==> src/rtl/robot_path_sequencer_if.sv <==
// Operator/programming bundle for robot_path_sequencer: board inputs in, verdict and display drive out.
interface robot_path_sequencer_if #(
  parameter int DIGIT_W = 4
);
  logic               prog_en;
  logic [2:0]         prog_addr;
  logic [DIGIT_W-1:0] prog_data;
  logic               start;
  logic               insere;
  logic [DIGIT_W-1:0] path_input;
  logic               busy;
  logic [2:0]         step_counter;
  logic [2:0]         error_count;
  logic [1:0]         result;
  logic               result_valid;
  logic               done_pulse;
  logic [DIGIT_W-1:0] last_digit;
  logic               led_error;

  modport master (
    output prog_en, prog_addr, prog_data, start, insere, path_input,
    input  busy, step_counter, error_count, result, result_valid,
           done_pulse, last_digit, led_error
  );

  modport slave (
    input  prog_en, prog_addr, prog_data, start, insere, path_input,
    output busy, step_counter, error_count, result, result_valid,
           done_pulse, last_digit, led_error
  );
endinterface

==> src/rtl/robot_path_sequencer.sv <==
// Runs robot-path attempts against a programmable digit sequence and issues an S/P/F verdict.
// Submissions are rising edges of insere; idle time in RUN is charged as an error after a timeout.
module robot_path_sequencer #(
  parameter int PATH_LEN       = 6,
  parameter int MAX_ERRORS     = 2,
  parameter int TIMEOUT_CYCLES = 1000,
  parameter int DIGIT_W        = 4
) (
  input  logic                  clk,
  input  logic                  reset,
  robot_path_sequencer_if.slave bus
);
  localparam int                 TIMER_W    = $clog2(TIMEOUT_CYCLES);
  localparam logic [TIMER_W-1:0] TIMER_LAST = TIMER_W'(TIMEOUT_CYCLES - 1);
  localparam logic [2:0]         STEP_MAX   = 3'(PATH_LEN);
  localparam logic [2:0]         ERR_MAX    = 3'(MAX_ERRORS);
  localparam logic [3:0]         ADDR_LIMIT = 4'(PATH_LEN);

  localparam logic [1:0] RES_S    = 2'b00;
  localparam logic [1:0] RES_P    = 2'b01;
  localparam logic [1:0] RES_F    = 2'b10;
  localparam logic [1:0] RES_NONE = 2'b11;

  typedef enum logic [1:0] {IDLE, RUN, DONE} state_t;

  state_t               state_reg;
  logic                 insere_q_reg;
  logic [TIMER_W-1:0]   timer_reg;
  logic [2:0]           step_reg;
  logic [2:0]           err_reg;
  logic [1:0]           result_reg;
  logic                 result_valid_reg;
  logic                 done_pulse_reg;
  logic                 busy_reg;
  logic [DIGIT_W-1:0]   last_digit_reg;
  logic                 led_error_reg;
  logic [DIGIT_W-1:0]   mem_reg [8];

  logic       submit;
  logic       digit_match;
  logic       timeout_hit;
  logic       charge_error;
  logic       wr_ok;
  logic [2:0] step_inc;
  logic [2:0] err_inc;
  logic [7:0] mem_we;

  // Factory path restored on every reset: 5,9,0,0,6,0 with unused slots zero.
  function automatic logic [DIGIT_W-1:0] default_digit(input int idx);
    case (idx)
      0:       return DIGIT_W'(5);
      1:       return DIGIT_W'(9);
      4:       return DIGIT_W'(6);
      default: return '0;
    endcase
  endfunction

  assign submit       = (state_reg == RUN) && bus.insere && !insere_q_reg;
  assign digit_match  = (bus.path_input == mem_reg[step_reg]);
  assign timeout_hit  = (state_reg == RUN) && !submit && (timer_reg == TIMER_LAST);
  assign charge_error = (submit && !digit_match) || timeout_hit;
  assign step_inc     = step_reg + 3'd1;
  assign err_inc      = err_reg + 3'd1;
  assign wr_ok        = bus.prog_en && (state_reg != RUN) && ({1'b0, bus.prog_addr} < ADDR_LIMIT);

  generate
    for (genvar gi = 0; gi < 8; gi++) begin : g_mem_we
      assign mem_we[gi] = wr_ok && (bus.prog_addr == 3'(gi));
    end
  endgenerate

  always_ff @(posedge clk) begin
    for (int i = 0; i < 8; i++) begin
      if (reset) begin
        mem_reg[i] <= default_digit(i);
      end else if (mem_we[i]) begin
        mem_reg[i] <= bus.prog_data;
      end
    end
  end

  always_ff @(posedge clk) begin
    if (reset) begin
      state_reg        <= IDLE;
      insere_q_reg     <= 1'b0;
      timer_reg        <= '0;
      step_reg         <= '0;
      err_reg          <= '0;
      result_reg       <= RES_NONE;
      result_valid_reg <= 1'b0;
      done_pulse_reg   <= 1'b0;
      busy_reg         <= 1'b0;
      last_digit_reg   <= '0;
      led_error_reg    <= 1'b1;
    end else begin
      insere_q_reg   <= bus.insere;
      done_pulse_reg <= 1'b0;
      case (state_reg)
        IDLE, DONE: begin
          // A write cycle always wins over start so programming can't launch an attempt.
          if (bus.start && !bus.prog_en) begin
            state_reg        <= RUN;
            busy_reg         <= 1'b1;
            result_valid_reg <= 1'b0;
            step_reg         <= '0;
            err_reg          <= '0;
            timer_reg        <= '0;
            result_reg       <= RES_NONE;
            led_error_reg    <= 1'b1;
          end
        end
        RUN: begin
          if (submit) begin
            last_digit_reg <= bus.path_input;
          end
          if (charge_error) begin
            err_reg       <= err_inc;
            led_error_reg <= 1'b0;
            timer_reg     <= '0;
            if (err_inc == ERR_MAX) begin
              state_reg        <= DONE;
              busy_reg         <= 1'b0;
              result_valid_reg <= 1'b1;
              done_pulse_reg   <= 1'b1;
              result_reg       <= RES_F;
            end
          end else if (submit) begin
            step_reg  <= step_inc;
            timer_reg <= '0;
            if (step_inc == STEP_MAX) begin
              state_reg        <= DONE;
              busy_reg         <= 1'b0;
              result_valid_reg <= 1'b1;
              done_pulse_reg   <= 1'b1;
              result_reg       <= (err_reg == 3'd0) ? RES_S : RES_P;
              led_error_reg    <= (err_reg == 3'd0);
            end
          end else begin
            timer_reg <= timer_reg + 1'b1;
          end
        end
        default: begin
          state_reg <= IDLE;
        end
      endcase
    end
  end

  assign bus.busy         = busy_reg;
  assign bus.step_counter = step_reg;
  assign bus.error_count  = err_reg;
  assign bus.result       = result_reg;
  assign bus.result_valid = result_valid_reg;
  assign bus.done_pulse   = done_pulse_reg;
  assign bus.last_digit   = last_digit_reg;
  assign bus.led_error    = led_error_reg;
endmodule
==> src/flat_wrapper.sv <==
// flat-port wrapper written by rule: the top's interface ports become plain ports
module robot_path_sequencer_flat 
#(
  parameter int PATH_LEN       = 6,
  parameter int MAX_ERRORS     = 2,
  parameter int TIMEOUT_CYCLES = 1000,
  parameter int DIGIT_W        = 4
)
  (clk, reset, bus_prog_en, bus_prog_addr, bus_prog_data, bus_start, bus_insere, bus_path_input, bus_busy, bus_step_counter, bus_error_count, bus_result, bus_result_valid, bus_done_pulse, bus_last_digit, bus_led_error);
  robot_path_sequencer_if #(.DIGIT_W(DIGIT_W)) bus_i ();
  input  logic clk;
  input  logic reset;
  input wire logic [$bits(bus_i.prog_en)-1:0] bus_prog_en;
  input wire logic [$bits(bus_i.prog_addr)-1:0] bus_prog_addr;
  input wire logic [$bits(bus_i.prog_data)-1:0] bus_prog_data;
  input wire logic [$bits(bus_i.start)-1:0] bus_start;
  input wire logic [$bits(bus_i.insere)-1:0] bus_insere;
  input wire logic [$bits(bus_i.path_input)-1:0] bus_path_input;
  output wire logic [$bits(bus_i.busy)-1:0] bus_busy;
  output wire logic [$bits(bus_i.step_counter)-1:0] bus_step_counter;
  output wire logic [$bits(bus_i.error_count)-1:0] bus_error_count;
  output wire logic [$bits(bus_i.result)-1:0] bus_result;
  output wire logic [$bits(bus_i.result_valid)-1:0] bus_result_valid;
  output wire logic [$bits(bus_i.done_pulse)-1:0] bus_done_pulse;
  output wire logic [$bits(bus_i.last_digit)-1:0] bus_last_digit;
  output wire logic [$bits(bus_i.led_error)-1:0] bus_led_error;
  assign bus_i.prog_en = bus_prog_en;
  assign bus_i.prog_addr = bus_prog_addr;
  assign bus_i.prog_data = bus_prog_data;
  assign bus_i.start = bus_start;
  assign bus_i.insere = bus_insere;
  assign bus_i.path_input = bus_path_input;
  assign bus_busy = bus_i.busy;
  assign bus_step_counter = bus_i.step_counter;
  assign bus_error_count = bus_i.error_count;
  assign bus_result = bus_i.result;
  assign bus_result_valid = bus_i.result_valid;
  assign bus_done_pulse = bus_i.done_pulse;
  assign bus_last_digit = bus_i.last_digit;
  assign bus_led_error = bus_i.led_error;
  robot_path_sequencer #(.PATH_LEN(PATH_LEN), .MAX_ERRORS(MAX_ERRORS), .TIMEOUT_CYCLES(TIMEOUT_CYCLES), .DIGIT_W(DIGIT_W)) u_core (.clk(clk), .reset(reset), .bus(bus_i));
endmodule
==> config.mk <==
export PLATFORM = sky130hd
export DESIGN_NAME = robot_path_sequencer_flat
export DESIGN_NICKNAME = d
export VERILOG_FILES = /design/src/rtl/robot_path_sequencer_if.sv /design/src/rtl/robot_path_sequencer.sv /design/src/flat_wrapper.sv
export SDC_FILE = /design/constraint.sdc
export NUM_CORES = 1
export LEC_CHECK = 0
export CAP_MARGIN = 20
export CORE_MARGIN = 2
export CORE_UTILIZATION = 59
export DETAILED_ROUTE_END_ITERATION = 8
export GPL_TIMING_DRIVEN = 0
export PLACE_DENSITY = 0.93
export SETUP_SLACK_MARGIN = 0.15
export SYNTH_ARGS = -nofsm -noshare
export SYNTH_HDL_FRONTEND = slang
export SYNTH_SLANG_ARGS = --single-unit
export TNS_END_PERCENT = 5
==> constraint.sdc <==
create_clock -name clk -period 6 [get_ports clk]
set_input_delay 1.2 -clock clk [delete_from_list [all_inputs] [get_ports clk]]
set_output_delay 1.2 -clock clk [all_outputs]
set_load 0.01 [all_outputs]
# ---- Yosys cells after proc, flatten, opt, wreduce, memory -nomap -nowiden
# Memory sizes are Yosys's and may differ from the RTL's. A register that Yosys moved wholly into a read port is not among the register bits.
# Index checks and enable logic that the tools add are counted.
# W data, S select, Z words.
dict set report word_totals {
  regBits 29
  ramBits 32
  out_inout_bits 16
  word_cells 162
  n_memories 1
}
dict set report op_classes {
  addsub 3
  magnitude_cmp 1
  n_eq_ne 21
  muxes 82
  bitwise_logic 9
  n_reduce_logical 34
}
# name words width read_ports rd_clocked_by_memory_dff write_ports line_no
set memory_table {}
lappend memory_table {u_core.mem_reg 8 4 1 1 8 robot_path_sequencer.sv:37} ;# logic [DIGIT_W-1:0] mem_reg [8];
# operator n
set op_table {}
lappend op_table {{$mux W4} 12}
lappend op_table {{$mux W1} 44}
lappend op_table {{$mux W10} 3}
lappend op_table {{$pmux W10 S2} 1}
lappend op_table {{$mux W2} 9}
lappend op_table {{$mux W3} 6}
lappend op_table {{$logic_and A1 B1 Y1} 16}
lappend op_table {{$eq A3 B3 Y1 const B} 5}
lappend op_table {{$pmux W3 S2} 2}
lappend op_table {{$reduce_and A4 Y1} 3}
lappend op_table {{$add A10 B1 Y10 const B} 1}
lappend op_table {{$eq A10 B10 Y1 const B} 1}
lappend op_table {{$eq A3 B2 Y1 const B} 3}
lappend op_table {{$ne A2 B1 Y1 const B} 4}
lappend op_table {{$or A1 B1 Y1} 8}
lappend op_table {{$pmux W2 S2} 2}
lappend op_table {{$add A3 B1 Y3 const B} 2}
lappend op_table {{$logic_not A3 Y1} 2}
lappend op_table {{$pmux W1 S2} 3}
lappend op_table {{$reduce_and A5 Y1} 1}
lappend op_table {{$eq A4 B4 Y1} 1}
lappend op_table {{$logic_not A1 Y1} 4}
lappend op_table {{$reduce_and A2 Y1} 2}
lappend op_table {{$reduce_or A2 Y1} 2}
lappend op_table {{13 further kinds} 13}

# ---- Longest topological paths before layout
# Gate-level depths: netlist of the first run.
dict set report logic_depth {
  word_depth 11
  mapped_depth 9
  ltp_nobuf 8
}

# ---- Least setup slack after synthesis of the first run
# No wires, ideal clock.
dict set report synth_path {
  path_type {input-to-reg}
  start {in bus_prog_en}
  end {reg u_core.timer_reg[9]}
  t_arrival_ns 2.593
  required_ns 5.874
  slack_ns 3.281
  stages 7
  cell_sequence {or3b_2 > nand2_1 > nand4_1 > nor3_1 > nand3_1 > xor2_1 > nor2_1}
}
dict set report synth_via {
  elab_chain_cells 4
}
# item line_no
set synth_lines {}
lappend synth_lines {{start, declared} flat_wrapper.sv:13} ;# input wire logic [$bits(bus_i.prog_en)-1:0] bus_prog_en;
lappend synth_lines {{$logic_not A1 Y1} robot_path_sequencer.sv:101} ;# if (bus.start && !bus.prog_en) begin
lappend synth_lines {{$logic_and A1 B1 Y1} robot_path_sequencer.sv:101}
lappend synth_lines {{$ne A2 B1 Y1 (no line)} --}
lappend synth_lines {{$reduce_and A2 Y1 (no line)} --}
lappend synth_lines {{end signal, assigned} robot_path_sequencer.sv:139} ;# timer_reg <= timer_reg + 1'b1;
lappend synth_lines {{end, declared} robot_path_sequencer.sv:28} ;# logic [TIMER_W-1:0] timer_reg;
# Every way passes these cells.
# A chain may end at the register's enable or synchronous reset.

# ---- Final worst setup path of the first run
# Same ends and word-level chain as after synthesis.

==> results.md, run 1 <==
* CTS hold repair buffers at 0
* Syn_area_per_cell at 11.0 um^2
* Number of global-route vias before repair at 2057
* Chip height at 75.6 um
* Post-synth cell types at 47
* First-pass GRT wire length at 9550 um
* Fillers at 363
* Area Growth Syn to Fin at 20.2%
* PwrDens at 249 nW/um^2
* Largest net degree at the start of global routing at 12
* Slew @ Worst Pin at 0.882 ns
* CP Cell Sequence: clkdlybuf4s50_1 -> nor3b_1 -> nor2_1 -> a31oi_1 -> or2_2 -> clkbuf_1 -> nor2_1
* Crit path arrival time at 3.46 ns
* Cell count of the worst reg-to-reg path at 9
* WP data required at 6.20 ns
* Critical Path Start: bus_prog_en
* Layout cell share with drive strength beyond 1 at 11.6%
* Post-CTS setup buffers at 0
* Drt first pass iters at 4
* Die ar. at 5710 um^2
* Core area at 5010 um^2
* Post-synth ARST share at 0%
* Root Buffer: clkbuf_8
* DP HPWL at 4460 um
* CTS Sinks at 64
* Drt wl/cell at 15.3 um
* Routed Antenna Nets at 0
* # diodes at 0
* Max Clock Skew at 0.00781 ns
* Worst-path maximum fanout at 9
* Setup_tns at 0 ns
* Reg2reg end: u_core.bus.result[0]$_SDFFE_PP1P_
* Gr usage total at 23.3%
* Tot Pwr at 0.904 mW
* Hold Crit Class: flop to flop
* Critical Path Source Type: input pin
* LEAKAGE at 1.31 nW
* Placed Cells at 383
* Most used DFF post-synth: edfxtp_1
* Cells after synthesis at 275
* IO buf count at 31
* Wirelength, routed at 6120 um
* CTS Buf Count at 9
* Largest register FFs at 32
* Setup crit end kind: flop
* Status: finished, final reports clean
* Worst rel slew slack at 40.7%
* IO Pins at 32
* Synthesis Warnings at 0
* Clock Pin Slew Worst Setup and Hold Paths at 0.07 ns
* Die Wd at 75.6 um
* Post-synth EDFFs at 32
* CP dominant cell by count: nor2_1
* Final instance area at 3630 um^2
* Post-synthesis register bit count at 64
* Pins Over Slew Limit at 0
* DRC violations left at 0
* Clock Tree Buf Depth at 2
* Via count at 2213
* Min-delay src: u_core.bus.result_valid$_SDFFE_PP0P_
* Rows at 26
* Final setup fails at 0
* Initial DRC Count at 122
* CP delay by family, top: simple AND/OR/NAND/NOR gates
* R2r setup slk at 3.42 ns
* Peak Freq at 307 MHz
* Crit path max-delay cell type: nor3b_1
* H-tree depth at 3
* Max IR drop VDD at 0.209 mV
* Crit path to: u_core.timer_reg[9]$_SDFFE_PP0P_
* Final-report hold violation count at 0
* RSZ-0062 raised after global routing: false
* CTS tree: done
* Initial Utilization at 60.4%
* Synthesized area at 3020 um^2
* Global route overflow at 0
* Detailed-route vias per instance at 5.55
* Layout Cells excl Fill at 399
* Critical path class: input pin to flop
* Max Cap Violations at 0
* Nets at 346
* Routability cong. at 0.841
* Dpl ws at 2.42 ns
* Buf/Inv on CP at 2
* Delay of the slowest cell on the worst path at 0.72 ns
* Fin worst setup slack at 2.74 ns
* Post-Place Cell Area at 3450 um^2
* Min Tclk post-route at 3.26 ns
* Post_cts resized at 0
* Most frequent cells in the layout: 32 x dfxtp_1, 32 x edfxtp_1, 31 x nor2_1, 31 x clkdlybuf4s50_1
* Final Cycle Share at 54.4%
* Seq/Total Area, Yosys at 53.0%
* Worst-skew pair later-pin latency at 0.33 ns
* Initial antenna violation count at 0
* Critical Path Stages at 7
==> stage by stage <==
step	hold slack [ns]	util, %
2_1_floorplan	0.445	-
5_1_grt	0.496	72.6
3_3_place_gp	0.450	68.8
3_5_place_dp	0.448	68.8
4_1_cts	0.465	72.6
6_report	0.467	72.6
==> synthesized netlist by cell type (2+ instances only) <==
cell type | instances | area, um^2
o21ai_0 | 6 | 30.0
xnor2_1 | 3 | 26.3
nand3_1 | 8 | 40.0
dfxtp_1 | 32 | 641
or2_2 | 8 | 50.1
nor4_1 | 2 | 12.5
nor2b_1 | 6 | 37.5
nor3_1 | 6 | 30.0
nand2_1 | 20 | 75.1
mux2i_1 | 20 | 200
nor3b_1 | 2 | 15.0
xor2_1 | 10 | 87.6
and3_1 | 7 | 43.8
edfxtp_1 | 32 | 961
ha_1 | 6 | 75.1
nand4_1 | 4 | 25.0
nor2_1 | 31 | 116
inv_1 | 5 | 18.8
and2_1 | 14 | 87.6
a21oi_1 | 10 | 50.1
nand2b_1 | 5 | 31.3
mux4_2 | 4 | 90.1
a41o_1 | 2 | 20.0
a21o_1 | 3 | 22.5
clkbuf_1 | 7 | 26.3
==> routing by layer <==
layer	share of wire, %	vias to the layer above	global-route usage (%)
li1	-	1072	-
met1	44	1053	30.6
met2	49	78	38.4
met3	5.7	10	3.84
met4	1.5	0	9.75
met5	0	-	0
==> layout make-up <==
class / instances / area, um^2 / share of cell area (%)
buffer: 10 / 61.3 / 1.69
sequential: 64 / 1600 / 44.1
clock buffer: 9 / 124 / 3.41
inverter: 5 / 18.8 / 0.516
clock inverter: 7 / 62.6 / 1.72
multi-input combinational: 203 / 1370 / 37.7
timing repair buffer: 31 / 310 / 8.54
tap: 70 / 87.6 / 2.41
==> power breakdown <==
part	internal, mW	total (mW)	leakage (nW)	switching (mW)
Combinational	0.0315	0.0754	0.636	0.0439
Clock	0.188	0.348	0.100	0.160
Sequential	0.474	0.480	0.570	0.00686
Total	0.693	0.904	1.31	0.211
==> worst min-delay path by stage <==
| stage | endpoint | slack [ns] | cells past startpoint |
|---|---|---|---|
| after floorplan | u_core.state_reg[1]$_SDFFE_PP0P_ | 0.44 | 2 |
| after global placement | u_core.state_reg[1]$_SDFFE_PP0P_ | 0.45 | 2 |
| after detailed placement | u_core.bus.result[1]$_SDFFE_PP1P_ | 0.45 | 2 |
| after CTS | u_core.bus.result[1]$_SDFFE_PP1P_ | 0.46 | 2 |
| after global routing | u_core.bus.result[1]$_SDFFE_PP1P_ | 0.50 | 2 |
| final | u_core.bus.result_valid$_SDFFE_PP0P_ | 0.47 | 2 |
==> tightest hold or removal path, stage by stage, from the launching register on <==
cell and delay, ns:
dfxtp_1 0.31, nand2_1 0.05, a21oi_1 0.05
==> cells by family after synthesis <==
logic type	Yosys count	synth area share (%)
other	1	0.124
multiplexers	26	10.4
XOR/XNOR	13	3.77
buffers and inverters	15	2.65
adder cells (fa/ha/maj)	6	2.48
flip-flops	64	53.0
AO/OA/AOI/OAI	32	7.16
AND/OR/NAND/NOR	118	20.4
No activity file was read; power rests on OpenSTA's default activity.
==> inputs of run 2 (changes only) <==
--- a/config.mk
+++ b/config.mk
@@ -7,10 +7,10 @@
 export LEC_CHECK = 0
 export CAP_MARGIN = 20
 export CORE_MARGIN = 2
-export CORE_UTILIZATION = 59
+export CORE_UTILIZATION = 56
 export DETAILED_ROUTE_END_ITERATION = 8
 export GPL_TIMING_DRIVEN = 0
-export PLACE_DENSITY = 0.93
+export PLACE_DENSITY = 0.89
 export SETUP_SLACK_MARGIN = 0.15
 export SYNTH_ARGS = -nofsm -noshare
 export SYNTH_HDL_FRONTEND = slang
==> constraint.sdc (replaced) <==
create_clock -name clk -period 3.4 [get_ports clk]
set_input_delay 0.68 -clock clk [delete_from_list [all_inputs] [get_ports clk]]
set_output_delay 0.68 -clock clk [all_outputs]
set_load 0.01 [all_outputs]
==> results.md, run 2 (synthesized netlist as in run 1, its figures left out) <==
* Status: finished, final reports clean
* Crit path arrival time at 2.87 ns (-0.59 ns)
* RSZ-0062 raised after global routing: false
* Wirelength, routed at 5990 um (-2.2%)
* Via count at 2219 (+0.27%)
* DP HPWL at 4450 um (-0.24%)
* Root Buffer: clkbuf_8
* Max Clock Skew at 0.00764 ns (-0.000168 ns)
* Area Growth Syn to Fin at 20.0%
* Worst rel slew slack at 43.9% (+3.1 points)
* Max IR drop VDD at 0.272 mV (+31%)
* CTS tree: done
* Min Hold Slack at 0.463 ns (-0.00427 ns)
* Drt wl/cell at 15.0 um (-2.2%)
* Reg2reg end: u_core.bus.result[0]$_SDFFE_PP1P_
* Delay of the slowest cell on the worst path at 0.53 ns (-0.19 ns)
* Dpl ws at 0.378 ns (-2.04 ns)
* Setup crit end kind: flop
* Global route overflow at 0 (unchanged)
* Fin worst setup slack at 0.747 ns (-1.99 ns)
* Min Tclk post-route at 2.65 ns
* Buf/Inv on CP at 1 (-1)
* Layout cell share with drive strength beyond 1 at 10.9% (-0.61 points)
* Setup_tns at 0 ns (unchanged)
* Die ar. at 6000 um^2 (+5.1%)
* Clock Pin Slew Worst Setup and Hold Paths at 0.07 ns (about the same)
* Core area at 5170 um^2 (+3.2%)
* Initial DRC Count at 134 (+9.8%)
* Routed Antenna Nets at 0 (unchanged)
* Number of global-route vias before repair at 1982 (-3.6%)
* PwrDens at 438 nW/um^2 (+76%)
* Initial Utilization at 58.5% (-1.9 points)
* Cell count of the worst reg-to-reg path at 9 (unchanged)
* Slew @ Worst Pin at 0.836 ns (-0.0466 ns)
* Initial antenna violation count at 0 (unchanged)
* Placed Cells at 383 (unchanged)
* Critical Path Stages at 8 (+1)
* Gr usage total at 21.3% (-1.9 points)
* Final core occ at 70.2% (-2.4 points)
* Final setup fails at 0 (unchanged)
* IO Pins at 32 (unchanged)
* # diodes at 0 (unchanged)
* IO buf count at 31 (unchanged)
* CP Cell Sequence: clkdlybuf4s50_1 -> or3b_2 -> nand2_1 -> nand4_1 -> nor3_1 -> nand3_1 -> xor2_1 -> nor2_1
* LEAKAGE at 1.30 nW (-0.46%)
* Most frequent cells in the layout: 32 x dfxtp_1, 32 x edfxtp_1, 31 x nor2_1, 31 x clkdlybuf4s50_1
* Critical Path Source Type: input pin
* Drt first pass iters at 4 (unchanged)
* Critical path class: input pin to flop
* H-tree depth at 3 (unchanged)
* Final instance area at 3630 um^2 (-0.17%)
* Post-CTS setup buffers at 0 (unchanged)
* Hold Crit Class: flop to flop
* Clock Tree Buf Depth at 2 (unchanged)
* Critical Path Start: bus_prog_en
* CTS Sinks at 64 (unchanged)
* Worst-path maximum fanout at 8 (-1)
* Worst-skew pair later-pin latency at 0.34 ns (about the same)
* Routability cong. at 0.828 (-1.6%)
* Min-delay src: u_core.bus.result_valid$_SDFFE_PP0P_
* Tot Pwr at 1.59 mW (+76%)
* R2r setup slk at 0.82 ns (-2.60 ns)
* Peak Freq at 377 MHz
* Final-report hold violation count at 0 (unchanged)
* Pins Over Slew Limit at 0 (unchanged)
* Post-Place Cell Area at 3450 um^2 (unchanged)
* DRC violations left at 0 (unchanged)
* Final Cycle Share at 78.0%
* CTS Buf Count at 9 (unchanged)
* Crit path to: u_core.timer_reg[9]$_SDFFE_PP0P_
* Max Cap Violations at 0 (unchanged)
* Rows at 26 (unchanged)
* CTS hold repair buffers at 0 (unchanged)
* Die Wd at 77.5 um (+2.5%)
* WP data required at 3.62 ns (-2.58 ns)
* Crit path max-delay cell type: or3b_2
* Chip height at 77.5 um (+2.5%)
* Largest net degree at the start of global routing at 11 (-1)
* Nets at 346 (unchanged)
* Layout Cells excl Fill at 399 (unchanged)
* CP delay by family, top: simple AND/OR/NAND/NOR gates
* Post_cts resized at 0 (unchanged)
* Detailed-route vias per instance at 5.56 (+0.27%)
* Largest register FFs at 32 (unchanged)
* First-pass GRT wire length at 9580 um (+0.37%)
## run 2: changes by cell type in the layout (fill, tap and decap cells not counted), sizes merged
cell    before  now
clkinv       6    3
clkbuf      16   19
## run 2: power breakdown
group          switching [mW]  internal (mW)  total (mW)
sequential             0.0118          0.836       0.848
combinational          0.0757         0.0554       0.131
clock                   0.275          0.335       0.610
total                   0.362           1.23        1.59
## run 2: layout make-up
| cell class | count | area [um^2] |
|---|---|---|
| fill | 389 | 1540 |
| clock inverter | 4 | 45.0 |
| sequential | 64 | 1600 |
| clock buffer | 12 | 135 |
| inverter | 5 | 18.8 |
| tap | 70 | 87.6 |
| buffer | 10 | 61.3 |
| timing repair buffer | 31 | 310 |
| multi-input combinational | 203 | 1370 |
## run 2: worst register-to-register path, cell delays in order, from the launching register on
cell and delay [ns]:
dfxtp_1 0.31, buf_6 0.14, buf_12 0.15, mux2i_1 0.14, mux4_2 0.49, xor2_1 0.24, nand4_4 0.20, or2_2 0.35
nor4_1 0.36, a211o_1 0.14
## run 2: routing by layer
layer	vias to the layer above	wire, um	track usage, %
met5	-	0	0
met3	12	312	3.95
li1	1071	-	-
met4	0	153	13.4
met1	1059	2670	28.2
met2	77	2850	32.4
## run 2: worst min-delay path by stage
stage	to	slack, ns	depth (start not counted)
floorplan	u_core.state_reg[1]$_SDFFE_PP0P_	0.44	2
global placement	u_core.bus.result_valid$_SDFFE_PP0P_	0.45	2
detailed placement	u_core.bus.result[1]$_SDFFE_PP1P_	0.45	2
CTS	u_core.bus.result[1]$_SDFFE_PP1P_	0.46	2
global route	u_core.bus.result_valid$_SDFFE_PP0P_	0.49	2
finish	u_core.bus.result_valid$_SDFFE_PP0P_	0.46	2
